[src/rtl/hazard_ctrl.sv]
// Pipeline sequencing controller: boot hold, load-use stall, branch flush,
// memory-busy freeze with timeout, and saturating stall/flush counters.
//
// state    | meaning
// ---------+-----------------------------------------------------------
// BOOT     | post-reset hold, ID/EX bubbled, PC and IF/ID frozen
// RUN      | normal issue; load-use stall and branch flush decided here
// MEM_WAIT | data memory busy, whole pipeline frozen, wait time counted
module hazard_ctrl #(
    parameter int BOOT_CYC = 4,
    parameter int MAX_WAIT = 255,
    parameter int WAIT_W   = 8,
    parameter int CNT_W    = 16
) (
    input  logic             clk_i,
    input  logic             rst_i,
    input  logic             IDEX_MemRead_i,
    input  logic [4:0]       IDEX_Rt_i,
    input  logic [4:0]       IFID_Rs_i,
    input  logic [4:0]       IFID_Rt_i,
    input  logic             branch_taken_i,
    input  logic             mem_busy_i,
    output logic             pc_write_o,
    output logic             ifid_write_o,
    output logic             ifid_flush_o,
    output logic             idex_bubble_o,
    output logic             pipe_hold_o,
    output logic             timeout_o,
    output logic [CNT_W-1:0] stall_cnt_o,
    output logic [CNT_W-1:0] flush_cnt_o
);

    typedef enum logic [1:0] {
        BOOT     = 2'd0,
        RUN      = 2'd1,
        MEM_WAIT = 2'd2
    } state_t;

    localparam logic [WAIT_W-1:0] BOOT_LAST = WAIT_W'(BOOT_CYC - 1);
    localparam logic [WAIT_W-1:0] WAIT_MAX  = WAIT_W'(MAX_WAIT);
    localparam logic [WAIT_W-1:0] WAIT_ONE  = WAIT_W'(1);
    localparam logic [CNT_W-1:0]  CNT_ONE   = CNT_W'(1);

    state_t            state_q, state_d;
    logic [WAIT_W-1:0] wait_q, wait_d;
    logic              timeout_q;
    logic [CNT_W-1:0]  stall_q, flush_q;

    logic load_use;
    logic issue_eval;
    logic stall_inc;
    logic flush_inc;
    logic timeout_set;

    // A load into $0 never produces a value worth waiting for.
    assign load_use = IDEX_MemRead_i && (IDEX_Rt_i != 5'd0) &&
                      ((IDEX_Rt_i == IFID_Rs_i) || (IDEX_Rt_i == IFID_Rt_i));

    always_comb begin
        state_d       = state_q;
        wait_d        = wait_q;
        pc_write_o    = 1'b0;
        ifid_write_o  = 1'b0;
        ifid_flush_o  = 1'b0;
        idex_bubble_o = 1'b0;
        pipe_hold_o   = 1'b0;
        issue_eval    = 1'b0;
        stall_inc     = 1'b0;
        flush_inc     = 1'b0;

        case (state_q)
            BOOT: begin
                idex_bubble_o = 1'b1;
                if (wait_q == BOOT_LAST) begin
                    state_d = RUN;
                    wait_d  = '0;
                end else begin
                    wait_d = wait_q + WAIT_ONE;
                end
            end
            RUN: begin
                if (mem_busy_i) begin
                    pipe_hold_o = 1'b1;
                    state_d     = MEM_WAIT;
                    wait_d      = WAIT_ONE;
                end else begin
                    issue_eval = 1'b1;
                end
            end
            MEM_WAIT: begin
                if (mem_busy_i) begin
                    pipe_hold_o = 1'b1;
                    if (wait_q != WAIT_MAX)
                        wait_d = wait_q + WAIT_ONE;
                end else begin
                    state_d    = RUN;
                    wait_d     = '0;
                    issue_eval = 1'b1;
                end
            end
            default: begin
                state_d       = BOOT;
                wait_d        = '0;
                idex_bubble_o = 1'b1;
            end
        endcase

        // The unfreeze cycle out of MEM_WAIT decides exactly like RUN.
        if (issue_eval) begin
            if (load_use) begin
                idex_bubble_o = 1'b1;
                stall_inc     = 1'b1;
            end else if (branch_taken_i) begin
                pc_write_o    = 1'b1;
                ifid_write_o  = 1'b1;
                ifid_flush_o  = 1'b1;
                flush_inc     = 1'b1;
            end else begin
                pc_write_o    = 1'b1;
                ifid_write_o  = 1'b1;
            end
        end
    end

    // Fires on the edge where the wait count reaches MAX_WAIT, including
    // the RUN->MEM_WAIT entry load when MAX_WAIT is 1.
    assign timeout_set = (state_d == MEM_WAIT) && (wait_d == WAIT_MAX);

    always_ff @(posedge clk_i or negedge rst_i) begin
        if (!rst_i) begin
            state_q   <= BOOT;
            wait_q    <= '0;
            timeout_q <= 1'b0;
            stall_q   <= '0;
            flush_q   <= '0;
        end else begin
            state_q <= state_d;
            wait_q  <= wait_d;
            if (timeout_set)
                timeout_q <= 1'b1;
            if (stall_inc && (stall_q != '1))
                stall_q <= stall_q + CNT_ONE;
            if (flush_inc && (flush_q != '1))
                flush_q <= flush_q + CNT_ONE;
        end
    end

    assign timeout_o   = timeout_q;
    assign stall_cnt_o = stall_q;
    assign flush_cnt_o = flush_q;

endmodule
[config.mk]
export PLATFORM = sky130hd
export DESIGN_NAME = hazard_ctrl
export DESIGN_NICKNAME = d
export VERILOG_FILES = /design/src/rtl/hazard_ctrl.sv
export SDC_FILE = /design/constraint.sdc
export NUM_CORES = 1
export LEC_CHECK = 0
export ABC_CLOCK_PERIOD_IN_PS = 7620
export BUFFER_PORTS_ARGS = -buffer_cell sky130_fd_sc_hd__buf_2
export CAP_MARGIN = 30
export CORE_MARGIN = 3
export CORE_UTILIZATION = 45
export CTS_BUF_LIST = sky130_fd_sc_hd__clkbuf_8
export DETAILED_ROUTE_END_ITERATION = 10
export GPL_TIMING_DRIVEN = 1
export MAX_ROUTING_LAYER = met4
export PLACE_DENSITY = 0.78
export SETUP_SLACK_MARGIN = 0.15
export SLEW_MARGIN = 5
export SYNTH_ARGS = -nofsm -noshare
export SYNTH_HDL_FRONTEND = slang
export SYNTH_SLANG_ARGS = --single-unit
[constraint.sdc]
create_clock -name clk_i -period 7.62 [get_ports clk_i]
set_clock_uncertainty 0.2 [all_clocks]
set_input_delay 0.381 -clock clk_i [delete_from_list [all_inputs] [get_ports clk_i]]
set_output_delay 0.381 -clock clk_i [all_outputs]
set_load 0.005 [all_outputs]
==> metrics, run 1 <==
outcome finished clean; count of different cell masters after synthesis 58; Pre-antenna DRT Iters 5; IR drop worst, VDD 162 uV; total half-perimeter wirelength after legalization and detailed placement between 4000 and 5000 um; worst path setup slack after routing between 4 and 5 ns; Total Wirelength 5640 um; Fin Hold WS between 0.2 and 0.25 ns; area of placed instances 0.00288 mm^2; Core Footprint 0.00527 mm^2; via count 2148; maximum number of buffers from clock root to sink 2; async set or reset register ratio after synthesis 1.00; synthesized area roughly 0.0025 mm^2; leakage power summed over all cells between 1.5 and 2 nW; floorplan die width 81.1 um; ratio of routed vias to standard cells 5.51; Final setup violation count 0; number of rows in the core area 26; pin count of the biggest net entering global routing between 40 and 50; buffers added on ports 57; boundary pin count 58; endpoint required time on the critical path 7.61 ns; clock tree from TritonCTS yes; number of nets produced by synthesis 284; Residual DRC 0; pre-CTS setup slack 4.96 ns; count of placed standard cells including taps 379; crit path time final 2.69 ns; number of nets in the final layout 346; Total GRT Usage 0.192; post-layout power approximately 0.74 mW; initial core utilization 0.482; filler-free cell count of the finished design 390; Tightest Pin Transition ~0.7 ns; dominant synthesized flop cell sky130_fd_sc_hd__dfrtp_1; fillcell total 479; die span in y 81.1 um; Routed wire per std cell 14.5 um; synthesized area per cell 9.88 um^2; RSZ-0062 raised after global routing false; endpoints failing hold 0; antenna fix cells 0; proportion of synthesized chip area in sequential cells 0.424; Power per Cell Area 243 mW/mm^2; most common library cell in the layout ignoring fill and taps sky130_fd_sc_hd__buf_2; final standard cell area without fillers 0.00305 mm^2; worst skew pair latency 0.30 ns; Min-Delay Path Class in -> async; count of warnings emitted by yosys 0; clock buffers created by TritonCTS 5; buffer type at the clock tree root sky130_fd_sc_hd__clkbuf_8; Seq cells post-synth 43; Die ar. 0.00658 mm^2; initial antenna violation count 0; max-cap violations 0; area added between synthesis and finish 20.0%; total overflow reported by the global router 0; clock sinks 43; type of the worst setup path reg -> reg; wire length of the first global-routing pass 9540 um; commonest non-fill, non-tap cells in the layout 57 x sky130_fd_sc_hd__buf_2, 43 x sky130_fd_sc_hd__dfrtp_1, 25 x sky130_fd_sc_hd__xor2_1; maximum level of the CTS H-tree 2; number of flops mapped to enable cells by yosys 0; number of nets with antenna violations after detailed routing 0; CP endpoint kind flip-flop; nature of the critical path startpoint flip-flop; via count of the first global-routing pass 2004; fraction of the core area covered by cells at the end of the flow 0.578; fmax 0.372 GHz; fraction of layout instances using a drive strength above 1 0.259; clk slew on worst S/H paths 0.08 ns; final RePlAce weighted congestion 0.925; violation count after the first detailed-route iteration ~130; number of instances in the synthesized netlist 257; period utilisation layout 0.353; final-layout setup total negative slack 0 ns; Critical Path Fanout Max 8; worst-case headroom to the max-slew limit 0.523; number of pins exceeding their max-slew limit in the final report 0; CP Data Arrival Time 2.68 ns
## sequential cells by signal, indices dropped and copies added (netlist names)
name	count
flush_cnt_o	16
wait_q	8
timeout_o	1
stall_cnt_o	16
state_q	2
## worst max-delay path: stages (launching register included)
cell and delay, ns:
sky130_fd_sc_hd__dfrtp_1 0.42, sky130_fd_sc_hd__inv_1 0.08, sky130_fd_sc_hd__ha_1 0.30, sky130_fd_sc_hd__nor2b_2 0.32, sky130_fd_sc_hd__o211ai_1 0.15, sky130_fd_sc_hd__a31o_1 0.22, sky130_fd_sc_hd__or3b_4 0.40, sky130_fd_sc_hd__or3_4 0.35
sky130_fd_sc_hd__xnor2_2 0.13
## cell type report
type                       count  area (um^2)  share of cell area
clock buffer                   5         68.8              0.0226
clock inverter                 3         63.8              0.0209
inverter                      13         48.8              0.0160
multi-input combinational    196         1380               0.453
sequential                    43         1080               0.353
tap                           70         87.6              0.0287
timing repair buffer          60          323               0.106
## final timing paths
path	startpoint	end	slack, ns	cells past startpoint
max in group asynchronous	rst_i	wait_q[3]$_DFF_PN0_	6.59	3
min in group clk_i	mem_busy_i	state_q[1]$_DFF_PN0_	0.25	3
min	rst_i	stall_cnt_o[9]$_DFFE_PN0P_	0.22	2
max reg2reg	state_q[1]$_DFF_PN0_	stall_cnt_o[9]$_DFFE_PN0P_	4.93	8
max	state_q[1]$_DFF_PN0_	stall_cnt_o[9]$_DFFE_PN0P_	4.93	8
min reg2reg	timeout_o$_DFFE_PN0P_	timeout_o$_DFFE_PN0P_	0.28	1
## cells by family after synthesis
logic type	count (synthesis)	share of synthesized area
DFF	43	0.424
muxes	5	0.0217
AOI/OAI and AO/OA	39	0.116
adders and majority gates	7	0.0345
buffers and inverters	18	0.0330
and+or+nand+nor	107	0.237
xor gates and xnor gates	38	0.134
## metal layers
metal	part of all wire	routed length, um	vias up	global-route usage
met3	0.044	250	10	0.0366
met4	0.018	101	0	0.0676
met2	0.50	2800	53	0.310
li1	-	-	1041	-
met1	0.44	2480	1044	0.241
met5	0	0	-	-
## power by group
group          internal, mW  total, mW  switching [mW]
logic                 0.104      0.235           0.131
registers             0.258      0.297          0.0391
clock network         0.130      0.207          0.0778
## Yosys cell counts, drive strengths merged (7+ instances only)
| cell type | instances | area [um^2] |
|---|---|---|
| inv | 13 | 48.8 |
| nand4 | 9 | 56.3 |
| nor2 | 23 | 86.3 |
| xnor2 | 13 | 121 |
| dfrtp | 43 | 1080 |
| ha | 7 | 87.6 |
| nand3 | 15 | 75.1 |
| xor2 | 25 | 219 |
| o21ai | 9 | 48.8 |
| nor3 | 12 | 65.1 |
| nand2 | 12 | 45.0 |
| and3 | 12 | 80.1 |
| a21oi | 8 | 40.0 |
## timing repair
item / CTS / global route
endpoints found under the hold margin: 0 / 43
resized for setup: 0 / 0
setup buffers: 0 / 0
hold buffers: 0 / 1
(Power assumes the default switching activity.)
==> run 2, diff against run 1 <==
--- a/config.mk
+++ b/config.mk
@@ -5,7 +5,7 @@
 export SDC_FILE = /design/constraint.sdc
 export NUM_CORES = 1
 export LEC_CHECK = 0
-export ABC_CLOCK_PERIOD_IN_PS = 7620
+export ABC_CLOCK_PERIOD_IN_PS = 2590
 export BUFFER_PORTS_ARGS = -buffer_cell sky130_fd_sc_hd__buf_2
 export CAP_MARGIN = 30
 export CORE_MARGIN = 3
==> constraint.sdc (replaced) <==
create_clock -name clk_i -period 2.59 [get_ports clk_i]
set_clock_uncertainty 0.2 [all_clocks]
set_input_delay 0.1295 -clock clk_i [delete_from_list [all_inputs] [get_ports clk_i]]
set_output_delay 0.1295 -clock clk_i [all_outputs]
set_load 0.005 [all_outputs]
==> metrics, run 2 (synthesized netlist as in run 1, its figures left out) <==
Hold Crit Depth 3; wire length of the first global-routing pass 9510 um (was 9540 um); crit path time final 2.41 ns (was 2.69 ns); clock buffers created by TritonCTS 5 (unchanged); Power per Cell Area 689 mW/mm^2 (was 243 mW/mm^2); stages on the worst setup path 7 (was 8); area added between synthesis and finish 23.0% (was 20.0%); Die ar. 0.00658 mm^2 (unchanged); number of nets in the final layout 354 (was 346); die span in y 81.1 um (unchanged); antenna fix cells 0 (unchanged); routing usage on met3 0.0399 (was 0.0366); violation count after the first detailed-route iteration 148 (was 131); Pre-antenna DRT Iters 4 (was 5); clock tree from TritonCTS yes (unchanged); via count 2208 (was 2148); FF-to-FF path depth 7 (was 8); Critical Path Fanout Max 7 (was 8); Residual DRC 0 (unchanged); fmax 0.415 GHz (was 0.372 GHz); final RePlAce weighted congestion 0.959 (was 0.925); buffers added on ports 57 (unchanged); Routed wire per std cell 14.7 um (was 14.5 um); Top Family by Delay on Critical Path compound AO/OA/AOI/OAI gates (was simple AND/OR/NAND/NOR gates); Min-Delay Path Class in -> reg (was in -> async); pre-CTS setup slack 0.132 ns (was 4.96 ns); clk slew on worst S/H paths 0.08 ns (about the same); Final setup violation count 0 (unchanged); endpoint required time on the critical path 2.63 ns (was 7.61 ns); RSZ-0062 raised after global routing false (unchanged); met1 usage in global routing 0.233 (was 0.241); pin count of the biggest net entering global routing 44 (unchanged); IR drop worst, VDD 390 uV (was 162 uV); floorplan die width 81.1 um (unchanged); total overflow reported by the global router 0 (unchanged); number of rows in the core area 26 (unchanged); Top Usage Layer GRT met2 (unchanged); fillcell total 485 (was 479); buffer type at the clock tree root sky130_fd_sc_hd__clkbuf_8 (unchanged); cell with the biggest individual delay on the critical path sky130_fd_sc_hd__a2111oi_1 (was sky130_fd_sc_hd__dfrtp_1); period utilisation layout 0.930 (was 0.353); type of the worst setup path reg -> reg (unchanged); CP Data Arrival Time 2.45 ns (was 2.68 ns); ratio of routed vias to standard cells 5.56 (was 5.51); endpoints failing hold 0 (unchanged); worst-case headroom to the max-slew limit 0.511 (was 0.523); Total GRT Usage 0.191 (was 0.192); maximum number of buffers from clock root to sink 2 (unchanged); total half-perimeter wirelength after legalization and detailed placement 4250 um (was 4260 um); Tightest Pin Transition 0.730 ns (was 0.712 ns); Core Footprint 0.00527 mm^2 (unchanged); Critical path buffers and inverters 1 (unchanged); largest stage delay on the critical path 0.46 ns (was 0.42 ns); initial antenna violation count 0 (unchanged); outcome finished clean (unchanged); max-cap violations 0 (unchanged); CP endpoint kind flip-flop (unchanged); boundary pin count 58 (unchanged); Total Wirelength 5850 um (was 5640 um); most common library cell in the layout ignoring fill and taps sky130_fd_sc_hd__buf_2 (unchanged); number of nets with antenna violations after detailed routing 0 (unchanged); via count of the first global-routing pass 2097 (was 2004); clock sinks 43 (unchanged); setup slack of the most critical reg-to-reg path 0.18 ns (was 4.93 ns); fraction of layout instances using a drive strength above 1 0.291 (was 0.259); nature of the critical path startpoint flip-flop (unchanged); final-layout setup total negative slack 0 ns (unchanged); worst path setup slack after routing 0.182 ns (was 4.93 ns); leakage power summed over all cells 1.56 nW (was 1.51 nW); commonest non-fill, non-tap cells in the layout 57 x sky130_fd_sc_hd__buf_2, 42 x sky130_fd_sc_hd__dfrtp_1, 25 x sky130_fd_sc_hd__xor2_1 (was 57 x sky130_fd_sc_hd__buf_2, 43 x sky130_fd_sc_hd__dfrtp_1, 25 x sky130_fd_sc_hd__xor2_1); maximum level of the CTS H-tree 2 (unchanged); Cell Chain, Critical Path buf_4, ha_1, nor2b_1, o21ai_0, nand3_1, a2111oi_1, a41o_1 (was inv_1, ha_1, nor2b_2, o211ai_1, a31o_1, or3b_4, or3_4, xnor2_2); number of pins exceeding their max-slew limit in the final report 0 (unchanged); worst skew pair latency 0.30 ns (about the same); GRT met2 Usage 0.315 (was 0.310); initial core utilization 0.482 (unchanged)
run 2: changes by cell type in the layout (fill, tap and decap cells not counted), moves of 2 or more:
cell,change
sky130_fd_sc_hd__buf_4,+6
sky130_fd_sc_hd__ha_1,-3
sky130_fd_sc_hd__dlygate4sd3_1,+2
sky130_fd_sc_hd__ha_2,+2
run 2: worst register-to-register path: stages (launching register included):
cell                        delay, ns
sky130_fd_sc_hd__dfrtp_1         0.38
sky130_fd_sc_hd__buf_4           0.15
sky130_fd_sc_hd__ha_1            0.28
sky130_fd_sc_hd__nor2b_1         0.23
sky130_fd_sc_hd__o21ai_0         0.29
sky130_fd_sc_hd__nand3_1         0.14
sky130_fd_sc_hd__a2111oi_1       0.46
sky130_fd_sc_hd__a41o_1          0.23
run 2: cell type report:
class / count / area [um^2] / share of cell area
Tap cell: 70 / 87.6 / 0.0280
Clock buffer: 5 / 68.8 / 0.0220
Inverter: 13 / 48.8 / 0.0156
Timing Repair Buffer: 68 / 388 / 0.124
Multi-Input combinational cell: 196 / 1420 / 0.454
Sequential cell: 43 / 1080 / 0.345
Clock inverter: 2 / 33.8 / 0.0108
run 2: final timing paths:
kind                                             start                           to
setup / recovery                  state_q[0]$_DFF_PN0_        timeout_o$_DFFE_PN0P_
min in group asynchronous                        rst_i   stall_cnt_o[0]$_DFFE_PN0P_
hold reg to reg            flush_cnt_o[15]$_DFFE_PN0P_  flush_cnt_o[15]$_DFFE_PN0P_
max in group asynchronous                        rst_i          wait_q[0]$_DFF_PN0_
setup reg to reg                  state_q[0]$_DFF_PN0_        timeout_o$_DFFE_PN0P_
hold / removal                          branch_taken_i   flush_cnt_o[0]$_DFFE_PN0P_
run 2: what timing repair did:
action                                 in CTS  in global routing
setup buffers                               2                  1
resized for setup                           0                 10
endpoints found under the hold margin      44                  2
hold buffers                                2                  1
setup endpoints to repair                   1                  2
run 2: routing by layer:
metal,wire (um),vias to the layer above
li1,-,1065
met1,2480,1072
met2,3010,58
met3,252,13
met4,99,0
met5,0,-
run 2: stage by stage:
stage | instances | cell area, um^2 | util | hold slack (ns) | power [mW]
2_1_floorplan | 257 | 2540 | - | -0.366 | 1.34
3_3_place_gp | 383 | 2910 | 0.552 | 0.129 | 1.55
3_5_place_dp | 383 | 2910 | 0.552 | 0.131 | 1.58
4_1_cts | 394 | 3040 | 0.578 | 0.0888 | 2.10
5_1_grt | 397 | 3120 | 0.593 | 0.101 | 2.30
6_report | 397 | 3120 | 0.593 | 0.0882 | 2.15
run 2: report_power, final:
group	internal (mW)	total [mW]	switching [mW]
clock network	0.279	0.498	0.220
registers	0.760	0.868	0.108
logic	0.363	0.786	0.423
total	1.40	2.15	0.752
